File: src/rtl/soc_dmem_arbiter_pkg.sv
// Shared FSM encoding and width helpers for the data-RAM arbiter.
package soc_dmem_arbiter_pkg;
  localparam int XLEN_32b = 1;
  localparam int XLEN_64b = 2;

  typedef enum logic [1:0] {
    ST_IDLE,
    ST_RD_WAIT,
    ST_RMW_MERGE,
    ST_DMA_RD
  } state_t;

  function automatic int dw_of(input int xlen);
    return 1 << (xlen + 4);
  endfunction

  function automatic int offw_of(input int dw);
    return $clog2(dw / 8);
  endfunction
endpackage

File: src/rtl/soc_dmem_lane_merge.sv
// Splices a byte or aligned half into an old RAM word for read-modify-write stores.
module soc_dmem_lane_merge
  import soc_dmem_arbiter_pkg::*;
#(
  parameter int  DW   = 64,
  localparam int NB   = DW / 8,
  localparam int OFFW = offw_of(DW)
) (
  input  logic [DW-1:0]   i_old,
  input  logic [15:0]     i_new,
  input  logic [OFFW-1:0] i_off,
  input  logic            i_byte,
  output logic [DW-1:0]   o_merged
);
  always_comb begin
    o_merged = i_old;
    for (int l = 0; l < NB; l++) begin
      if (l == int'(i_off))
        o_merged[l*8 +: 8] = i_new[7:0];
      else if (!i_byte && l == int'(i_off) + 1)
        o_merged[l*8 +: 8] = i_new[15:8];
    end
  end
endmodule

File: src/rtl/soc_dmem_arbiter.sv
// Shares the single data-RAM port between the core M-stage and a DMA port,
// running byte/half stores as read-modify-write and stalling the core meanwhile.
// state        | meaning
// ST_IDLE      | arbitrate, issue single-cycle access or first half of a 2-cycle one
// ST_RD_WAIT   | core load data returning from RAM
// ST_RMW_MERGE | old word returning, merged word written back
// ST_DMA_RD    | DMA read data returning from RAM
module soc_dmem_arbiter
  import soc_dmem_arbiter_pkg::*;
#(
  parameter int  XLEN       = XLEN_64b,
  parameter int  RAM_AW     = 10,
  parameter int  STARVE_MAX = 4,
  localparam int DW         = dw_of(XLEN),
  localparam int OFFW       = offw_of(DW),
  localparam int CW         = $clog2(STARVE_MAX + 1)
) (
  input  logic              i_clk,
  input  logic              i_rst,
  input  logic              i_core_ram_en,
  input  logic              i_core_sw,
  input  logic              i_core_sbyte,
  input  logic              i_core_shalf,
  input  logic [DW-1:0]     i_core_addr,
  input  logic [DW-1:0]     i_core_wdata,
  output logic [DW-1:0]     o_core_rdata,
  output logic              o_core_rvalid,
  output logic              o_stall,
  output logic              o_misalign,
  input  logic              i_dma_valid,
  input  logic              i_dma_we,
  input  logic [RAM_AW-1:0] i_dma_waddr,
  input  logic [DW-1:0]     i_dma_wdata,
  output logic              o_dma_ready,
  output logic [DW-1:0]     o_dma_rdata,
  output logic              o_dma_rvalid,
  output logic              o_ram_en,
  output logic              o_ram_we,
  output logic [RAM_AW-1:0] o_ram_addr,
  output logic [DW-1:0]     o_ram_wdata,
  input  logic [DW-1:0]     i_ram_rdata
);
  state_t            r_state;
  logic [CW-1:0]     r_starve;
  logic [RAM_AW-1:0] r_addr;
  logic [15:0]       r_wdata;
  logic [OFFW-1:0]   r_off;
  logic              r_sbyte;

  logic              w_dma_win;
  logic              w_core_go;
  logic              w_sub;
  logic              w_misal;
  logic [OFFW-1:0]   w_off;
  logic [RAM_AW-1:0] w_core_waddr;
  logic [DW-1:0]     w_merged;
  logic              w_unused_addr;

  assign w_off         = i_core_addr[OFFW-1:0];
  assign w_core_waddr  = i_core_addr[OFFW +: RAM_AW];
  assign w_unused_addr = ^i_core_addr[DW-1:OFFW+RAM_AW];
  assign w_dma_win     = i_dma_valid && (!i_core_ram_en || r_starve == CW'(STARVE_MAX));
  assign w_core_go     = i_core_ram_en && !w_dma_win;
  assign w_sub         = i_core_sw && (i_core_sbyte || i_core_shalf);
  assign w_misal       = i_core_sw && !i_core_sbyte && i_core_shalf && w_off[0];

  soc_dmem_lane_merge #(.DW(DW)) u_merge (
    .i_old    (i_ram_rdata),
    .i_new    (r_wdata),
    .i_off    (r_off),
    .i_byte   (r_sbyte),
    .o_merged (w_merged)
  );

  // Outputs are forced low while reset is asserted so an aborted RMW never writes.
  always_comb begin
    o_ram_en      = 1'b0;
    o_ram_we      = 1'b0;
    o_ram_addr    = '0;
    o_ram_wdata   = '0;
    o_stall       = 1'b0;
    o_misalign    = 1'b0;
    o_core_rvalid = 1'b0;
    o_core_rdata  = '0;
    o_dma_ready   = 1'b0;
    o_dma_rvalid  = 1'b0;
    o_dma_rdata   = '0;
    if (!i_rst) begin
      case (r_state)
        ST_IDLE: begin
          if (w_dma_win) begin
            o_dma_ready = 1'b1;
            o_ram_en    = 1'b1;
            o_ram_we    = i_dma_we;
            o_ram_addr  = i_dma_waddr;
            o_ram_wdata = i_dma_wdata;
            o_stall     = i_core_ram_en;
          end else if (w_core_go) begin
            if (w_misal) begin
              o_misalign = 1'b1;
            end else begin
              o_ram_en   = 1'b1;
              o_ram_addr = w_core_waddr;
              if (i_core_sw && !w_sub) begin
                o_ram_we    = 1'b1;
                o_ram_wdata = i_core_wdata;
              end else begin
                o_stall = 1'b1;
              end
            end
          end
        end
        ST_RD_WAIT: begin
          o_core_rvalid = 1'b1;
          o_core_rdata  = i_ram_rdata;
        end
        ST_RMW_MERGE: begin
          o_ram_en    = 1'b1;
          o_ram_we    = 1'b1;
          o_ram_addr  = r_addr;
          o_ram_wdata = w_merged;
        end
        ST_DMA_RD: begin
          o_dma_rvalid = 1'b1;
          o_dma_rdata  = i_ram_rdata;
          o_stall      = i_core_ram_en;
        end
        default: ;
      endcase
    end
  end

  always_ff @(posedge i_clk) begin
    if (i_rst) begin
      r_state  <= ST_IDLE;
      r_starve <= '0;
      r_addr   <= '0;
      r_wdata  <= '0;
      r_off    <= '0;
      r_sbyte  <= 1'b0;
    end else begin
      if (!i_dma_valid || (r_state == ST_IDLE && w_dma_win))
        r_starve <= '0;
      else if (r_state == ST_IDLE && w_core_go)
        r_starve <= r_starve + CW'(1);

      case (r_state)
        ST_IDLE: begin
          if (w_dma_win) begin
            if (!i_dma_we) r_state <= ST_DMA_RD;
          end else if (w_core_go) begin
            if (!i_core_sw) begin
              r_state <= ST_RD_WAIT;
            end else if (w_sub && !w_misal) begin
              r_state <= ST_RMW_MERGE;
              r_addr  <= w_core_waddr;
              r_wdata <= i_core_wdata[15:0];
              r_off   <= w_off;
              r_sbyte <= i_core_sbyte;
            end
          end
        end
        default: r_state <= ST_IDLE;
      endcase
    end
  end
endmodule

File: config.mk
export PLATFORM = sky130hd
export DESIGN_NAME = soc_dmem_arbiter
export DESIGN_NICKNAME = d
export VERILOG_FILES = /design/src/rtl/soc_dmem_arbiter_pkg.sv /design/src/rtl/soc_dmem_lane_merge.sv /design/src/rtl/soc_dmem_arbiter.sv
export SDC_FILE = /design/constraint.sdc
export NUM_CORES = 1
export LEC_CHECK = 0
export ABC_AREA = 1
export CAP_MARGIN = 20
export CORE_AREA = 5 5 185 187
export DETAILED_ROUTE_END_ITERATION = 10
export DIE_AREA = 0 0 190 192
export PLACE_DENSITY = 0.49
export SKIP_CTS_REPAIR_TIMING = 1
export SYNTH_ARGS = -nofsm -noshare
export SYNTH_HDL_FRONTEND = slang
export SYNTH_HIERARCHICAL = 1
export SYNTH_SLANG_ARGS = --single-unit
File: constraint.sdc
create_clock -name i_clk -period 2.89 [get_ports i_clk]
set_input_delay 0.578 -clock i_clk [delete_from_list [all_inputs] [get_ports i_clk]]
set_output_delay 0.578 -clock i_clk [all_outputs]
set_load 0.01 [all_outputs]
Word-level counts from Yosys, hierarchy flattened
Cells that the tools add are included.
{"block": "totals", "ff_bits": 35, "input_bits": 274, "output_inout_bits": 209, "elab_cells": 131}
{"block": "classes", "addsub": 2, "eq_ne": 20, "muxes": 65, "bitwise_logic": 2, "n_reduce_logical": 36}
{"operator": "64-bit 2-to-1 mux", "n": 9}
{"operator": "4-bit by 32-bit equality test with 1-bit output (first input constant)", "n": 4}
{"operator": "8-bit 2-to-1 mux", "n": 16}
{"operator": "64-bit one-hot mux with 2 select lines", "n": 1}
{"operator": "3-bit by 32-bit equality test with 1-bit output (first input constant)", "n": 2}
{"operator": "10-bit 2-to-1 mux", "n": 4}
{"operator": "2-bit by 32-bit equality test with 1-bit output (first input constant)", "n": 1}
{"operator": "32-bit zero test", "n": 1}
{"operator": "1-bit 2-to-1 mux", "n": 26}
{"operator": "10-bit one-hot mux with 2 select lines", "n": 1}
{"operator": "1-bit logical AND", "n": 18}
{"operator": "3-bit equality test (first input constant)", "n": 4}
{"operator": "2-bit 2-to-1 mux", "n": 5}
{"operator": "1-bit zero test", "n": 7}
{"operator": "2-bit by 3-bit equality test with 1-bit output (first input constant)", "n": 2}
{"operator": "1-bit one-hot mux with 2 select lines", "n": 3}
{"operator": "5-bit AND reduction", "n": 1}
{"operator": "3-bit by 1-bit adder with 4-bit output (second input constant)", "n": 1}
{"operator": "2-bit equality test (second input constant)", "n": 2}
{"operator": "2-bit OR reduction", "n": 2}
{"operator": "3-bit by 1-bit adder with 3-bit output (second input constant)", "n": 1}
{"operator": "1-bit by 3-bit equality test with 1-bit output (first input constant)", "n": 1}
{"operator": "3-bit equality test (second input constant)", "n": 1}
{"operator": "3-bit zero test", "n": 1}
{"operator": "8 further kinds", "n": 11}

Logic depth before layout (Yosys ltp)
{"block": "depth", "depth_word": 10, "ltp_mapped": 14, "depth_no_buf": 11}

Cells and area by module
Netlist, hierarchy kept.
{"module": "soc_dmem_arbiter", "n_inst": 1, "cells_each": 762, "area_per_inst_um2": 4052.6, "seq_area_each_um2": 700.7}
{"module": "soc_dmem_lane_merge", "n_inst": 1, "cells_each": 442, "area_per_inst_um2": 2115.8, "seq_area_each_um2": 0.0}

Worst setup path after synthesis
No wires, ideal clock.
{"block": "synth_timing", "path_kind": "flip-flop to output port", "from": "register r_off[0]", "to": "output port o_ram_wdata[48]", "arrival_ns": 1.895, "required_time_ns": 2.312, "path_slack_ns": 0.417, "stages_incl_launch_ff": 15, "n_path_buf": 3, "path_cell_list": "dfxtp_1 buf_6 nand2_2 inv_1 ha_1 buf_4 inv_1 buf_6 nand2_4 nor2_8 nand2_1 nand3_1 nand2_1 nand3_1 nand3_1"}
{"block": "synth_between", "elab_chain_len": 7}
{"element": "start, declared", "line_no": "soc_dmem_arbiter.sv:47", "text": "logic [OFFW-1:0] r_off;"}
{"element": "start signal, assigned", "line_no": "soc_dmem_arbiter.sv:158", "text": "r_off <= w_off;"}
{"element": "3-bit by 1-bit adder with 4-bit output", "line_no": "soc_dmem_lane_merge.sv:20", "text": "else if (!i_byte && l == int'(i_off) + 1)"}
{"element": "4-bit by 32-bit equality test with 1-bit output", "line_no": "soc_dmem_lane_merge.sv:20"}
{"element": "1-bit logical AND", "line_no": "soc_dmem_lane_merge.sv:20"}
{"element": "8-bit 2-to-1 mux", "line_no": "soc_dmem_lane_merge.sv:20"}
{"element": "8-bit 2-to-1 mux (*)", "line_no": "soc_dmem_lane_merge.sv:18", "text": "if (l == int'(i_off))"}
{"element": "named net w_merged[48]", "line_no": "soc_dmem_arbiter.sv:56", "text": "logic [DW-1:0] w_merged;"}
{"element": "64-bit one-hot mux with 2 select lines (*)", "line_no": "soc_dmem_arbiter.sv:89", "text": "case (r_state)"}
{"element": "64-bit 2-to-1 mux (*)", "line_no": "soc_dmem_arbiter.sv:88", "text": "if (!i_rst) begin"}
{"element": "end, declared", "line_no": "soc_dmem_arbiter.sv:40", "text": "output logic [DW-1:0] o_ram_wdata,"}
Mark *: on every way through the listed nets, which the timed path passes. The rest lies on a longest branch.

Worst setup path in the final report
{"block": "layout_timing", "from": "input port i_core_ram_en", "to": "output port o_ram_wdata[1]"}
{"block": "layout_between", "elab_chain_len": 9}
{"element": "start, declared", "line_no": "soc_dmem_arbiter.sv:20", "text": "input logic i_core_ram_en,"}
{"element": "1-bit zero test", "line_no": "soc_dmem_arbiter.sv:62", "text": "assign w_dma_win = i_dma_valid && (!i_core_ram_en || r_starve == CW'(STARVE_MAX));"}
{"element": "1-bit logical OR", "line_no": "soc_dmem_arbiter.sv:62"}
{"element": "1-bit logical AND", "line_no": "soc_dmem_arbiter.sv:62"}
{"element": "1-bit zero test", "line_no": "soc_dmem_arbiter.sv:63", "text": "assign w_core_go = i_core_ram_en && !w_dma_win;"}
{"element": "1-bit logical AND", "line_no": "soc_dmem_arbiter.sv:63"}
{"element": "64-bit 2-to-1 mux", "line_no": "soc_dmem_arbiter.sv:98", "text": "end else if (w_core_go) begin"}
{"element": "64-bit 2-to-1 mux (*)", "line_no": "soc_dmem_arbiter.sv:91", "text": "if (w_dma_win) begin"}
{"element": "64-bit one-hot mux with 2 select lines (*)", "line_no": "soc_dmem_arbiter.sv:89"}
{"element": "64-bit 2-to-1 mux (*)", "line_no": "soc_dmem_arbiter.sv:88"}
Mark *: on every way between the ends. The rest lies on a longest branch, timed or not.

==> metrics.cfg <==
[global_routing]
overflow=0
grt_max_degree=43
grt_util_met1_pct=25.5
grt_util_met2_pct=34.6
grt_pass1_wl_um=55700
antenna_found_initial=5
grt_pass1_vias=9105
busiest_layer=met2
grt_util_met3_pct=4.13
grtUsageTotal_pct=19.7

[critical_path]
critPathCapture=o_ram_wdata[1]
crit_arrival_ns=2.27
r2r_slack_ns=1.16
critPathMaxFanout=16
r2r_end=r_wdata[7]
crit_path_top_delay_cell=clkdlybuf4s50_1
crit_family=buffers and inverters
required_ns=2.31
ff2ff_path_depth=10
slowest_delay_ns=0.43
r2r-start=r_starve[0]
cp_cell_sequence=clkdlybuf4s50_1 > nand2_1 > nand2_2 > nor2_4 > buf_4 > buf_4 > clkbuf_16 > nand2_1 > nand3_1 > dlymetal6s2s_1
startpoint=i_core_ram_en
endpoint_kind=output pin
path_class=in2out
start_kind=input pin
worst-path-buf-inv=5
worst-path-stages=10

[floorplan]
core_um2=32300
pin_count=483
die_area_um2=36500
die_h_um=192
start_util_pct=19.1
rows=66
chipWidth_um=190

[pwr]
swShare_pct=37.0
p_clk_share_pct=25.1
combPwrFrac_pct=54.4
power_density_nw_per_um2=213
cellLeakagePower_uw=0.00648
ir_worst_vdd_mv=0.188
p_sw_uw=949
p_int_uw=1620
seqPwrFrac_pct=20.4

[placement]
dp_hpwl_um=30800
pre_cts_ws_ns=-0.225
io_buffers=431
gp_congestion=0.829

[finish]
regArea_um2=703
final_core_util_pct=37.3
final_common_cell=clkdlybuf4s50_1
fin_nets=1930
nFillCells=3528
multi_input_comb_area_um2=4490
antenna_cells=0
final_cell_mix=351 x clkdlybuf4s50_1, 323 x nand2_1, 275 x nand3_1
syn2layout_area_growth_pct=95.0
drive_gt1_share_pct=10.6

[cts]
htree_levels=2
cts_buffer_depth=2
clkLatencyLatePin_ns=0.28
clk_transition_reported_paths_ns=0.06
cts-buffers-inserted=5
ctsRootBufferMaster=clkbuf_16
clkSinkCount=35
cts_tree=yes

[synth]
synth_area_per_cell_um2=5.12
netlist_instances=1204
syn_nets=1486
yosys_register_bits=35
synth_cell_types=30
synth_seq_area_share_pct=11.4
yosysWarnings=6
netlist_area_um2=6170

[sta]
post-route-min-period_ns=2.85
fin_ws_ns=0.0443
period_share_pct=98.5
grt_setup_unrepaired=yes
report.final.slew_viol_count=0
final_hold_viol_count=0
fmax_mhz=351
max_slew_margin_pct=57.1
worstMarginPinSlew_ns=0.642
skew_ns=0.00714
setup_viol=0

[flow_run]
maxCapViolations=0

[routing]
ant_nets=0
wirelength_um=41000
wl_per_cell_um=19.6
dr.first_iter.drc_count=788
dr.pass1.iters=5
via_per_inst=4.64
drc=0
routed-via-count=9706

[status]
status=completed

[hold_path]
hp-class=reg2reg

==> cells in the mapped netlist <==
library cell | instances | area [um2]
o21ai_4 | 1 | 16.3
nand3_1 | 282 | 1410
dfxtp_1 | 35 | 701
o21ai_0 | 5 | 25.0
buf_2 | 25 | 125
a31oi_1 | 1 | 6.26
buf_4 | 6 | 45.0
nand2_1 | 326 | 1220
nand3_2 | 3 | 30.0
inv_4 | 1 | 6.26
nand2_4 | 3 | 33.8
buf_6 | 12 | 135
inv_1 | 145 | 544
o21bai_1 | 16 | 120
a21oi_1 | 38 | 190
nand2_2 | 5 | 31.3
nor2_4 | 1 | 11.3
nand4_4 | 1 | 21.3
nor2_2 | 4 | 25.0
nand3_4 | 1 | 17.5
nor3_4 | 3 | 48.8
clkbuf_1 | 42 | 158
inv_2 | 10 | 37.5
nor2_1 | 135 | 507
nor2_8 | 2 | 40.0
nand4_1 | 81 | 507
ha_1 | 8 | 100
nor3_1 | 1 | 5.00
xor2_1 | 1 | 8.76
buf_1 | 10 | 37.5
==> per-layer routing <==
| metal | part of all wire [%] | wire length, um |
|---|---|---|
| met5 | 0.16 | 67 |
| met1 | 43 | 17700 |
| met2 | 48 | 19700 |
| met4 | 1.1 | 435 |
| met3 | 7.6 | 3110 |
==> worst reg2reg max path: stages (launching register included) <==
cell	delay [ns]
dfxtp_1	0.34
inv_1	0.06
ha_1	0.19
nand2_1	0.13
o21ai_4	0.08
buf_4	0.14
nor2_2	0.19
nand2_1	0.10
buf_4	0.22
nand2_1	0.08
a21oi_1	0.07
==> area by class of cell <==
cell class                 count  area share, %
clock buffer                   6           1.15
clock inverter                 2          0.291
inverter                     156           4.95
multi-input combinational    919           37.3
sequential                    35           5.85
tap                          442           4.60
timing repair buffer         531           45.8
==> kinds of logic after synthesis <==
logic type | Yosys count | share of synthesized area [%]
and+or+nand+nor | 848 | 63.4
buffers and inverters | 251 | 17.6
AOI/OAI and AO/OA | 61 | 5.80
DFF | 35 | 11.4
adders and majority gates | 8 | 1.62
xor gates and xnor gates | 1 | 0.142
==> power by group through the flow <==
stage	Clock [uW]	Sequential, uW	Combinational [uW]
after global placement	0	534	1350
after global routing	677	526	1510
after CTS	657	524	1360
final	645	525	1400
after floorplan	0	523	564
after detailed placement	0	535	1350
==> how the worst min path moves through the flow <==
stage | slack, ns | depth (start not counted) | startpoint | to
floorplan | 0.44 | 2 | r_wdata[0] | r_wdata[0]
global placement | 0.45 | 2 | r_addr[6] | r_addr[6]
detailed placement | 0.45 | 2 | r_wdata[15] | r_wdata[15]
CTS | 0.46 | 2 | r_addr[7] | r_addr[7]
global route | 0.48 | 2 | r_wdata[11] | r_wdata[11]
finish | 0.46 | 2 | r_addr[6] | r_addr[6]
==> stage by stage <==
step | hold WS [ns] | std cells | area, um2 | TNS [ns] | power, uW
after floorplan | 0.438 | 1204 | 6170 | 0 | 1090
after global placement | 0.448 | 2061 | 11300 | -22.10 | 1890
after detailed placement | 0.455 | 2061 | 11300 | -22.98 | 1890
after CTS | 0.463 | 2069 | 11500 | -31.07 | 2540
after global routing | 0.476 | 2091 | 12000 | -0.0749 | 2710
final | 0.462 | 2091 | 12000 | 0 | 2570
==> registers in the layout (all words and copies together) (netlist names) <==
signal	count
r_off	3
r_wdata	16
r_sbyte	1
r_addr	10
r_starve	3
r_state	2
No activity file was read; power rests on OpenSTA's default activity.
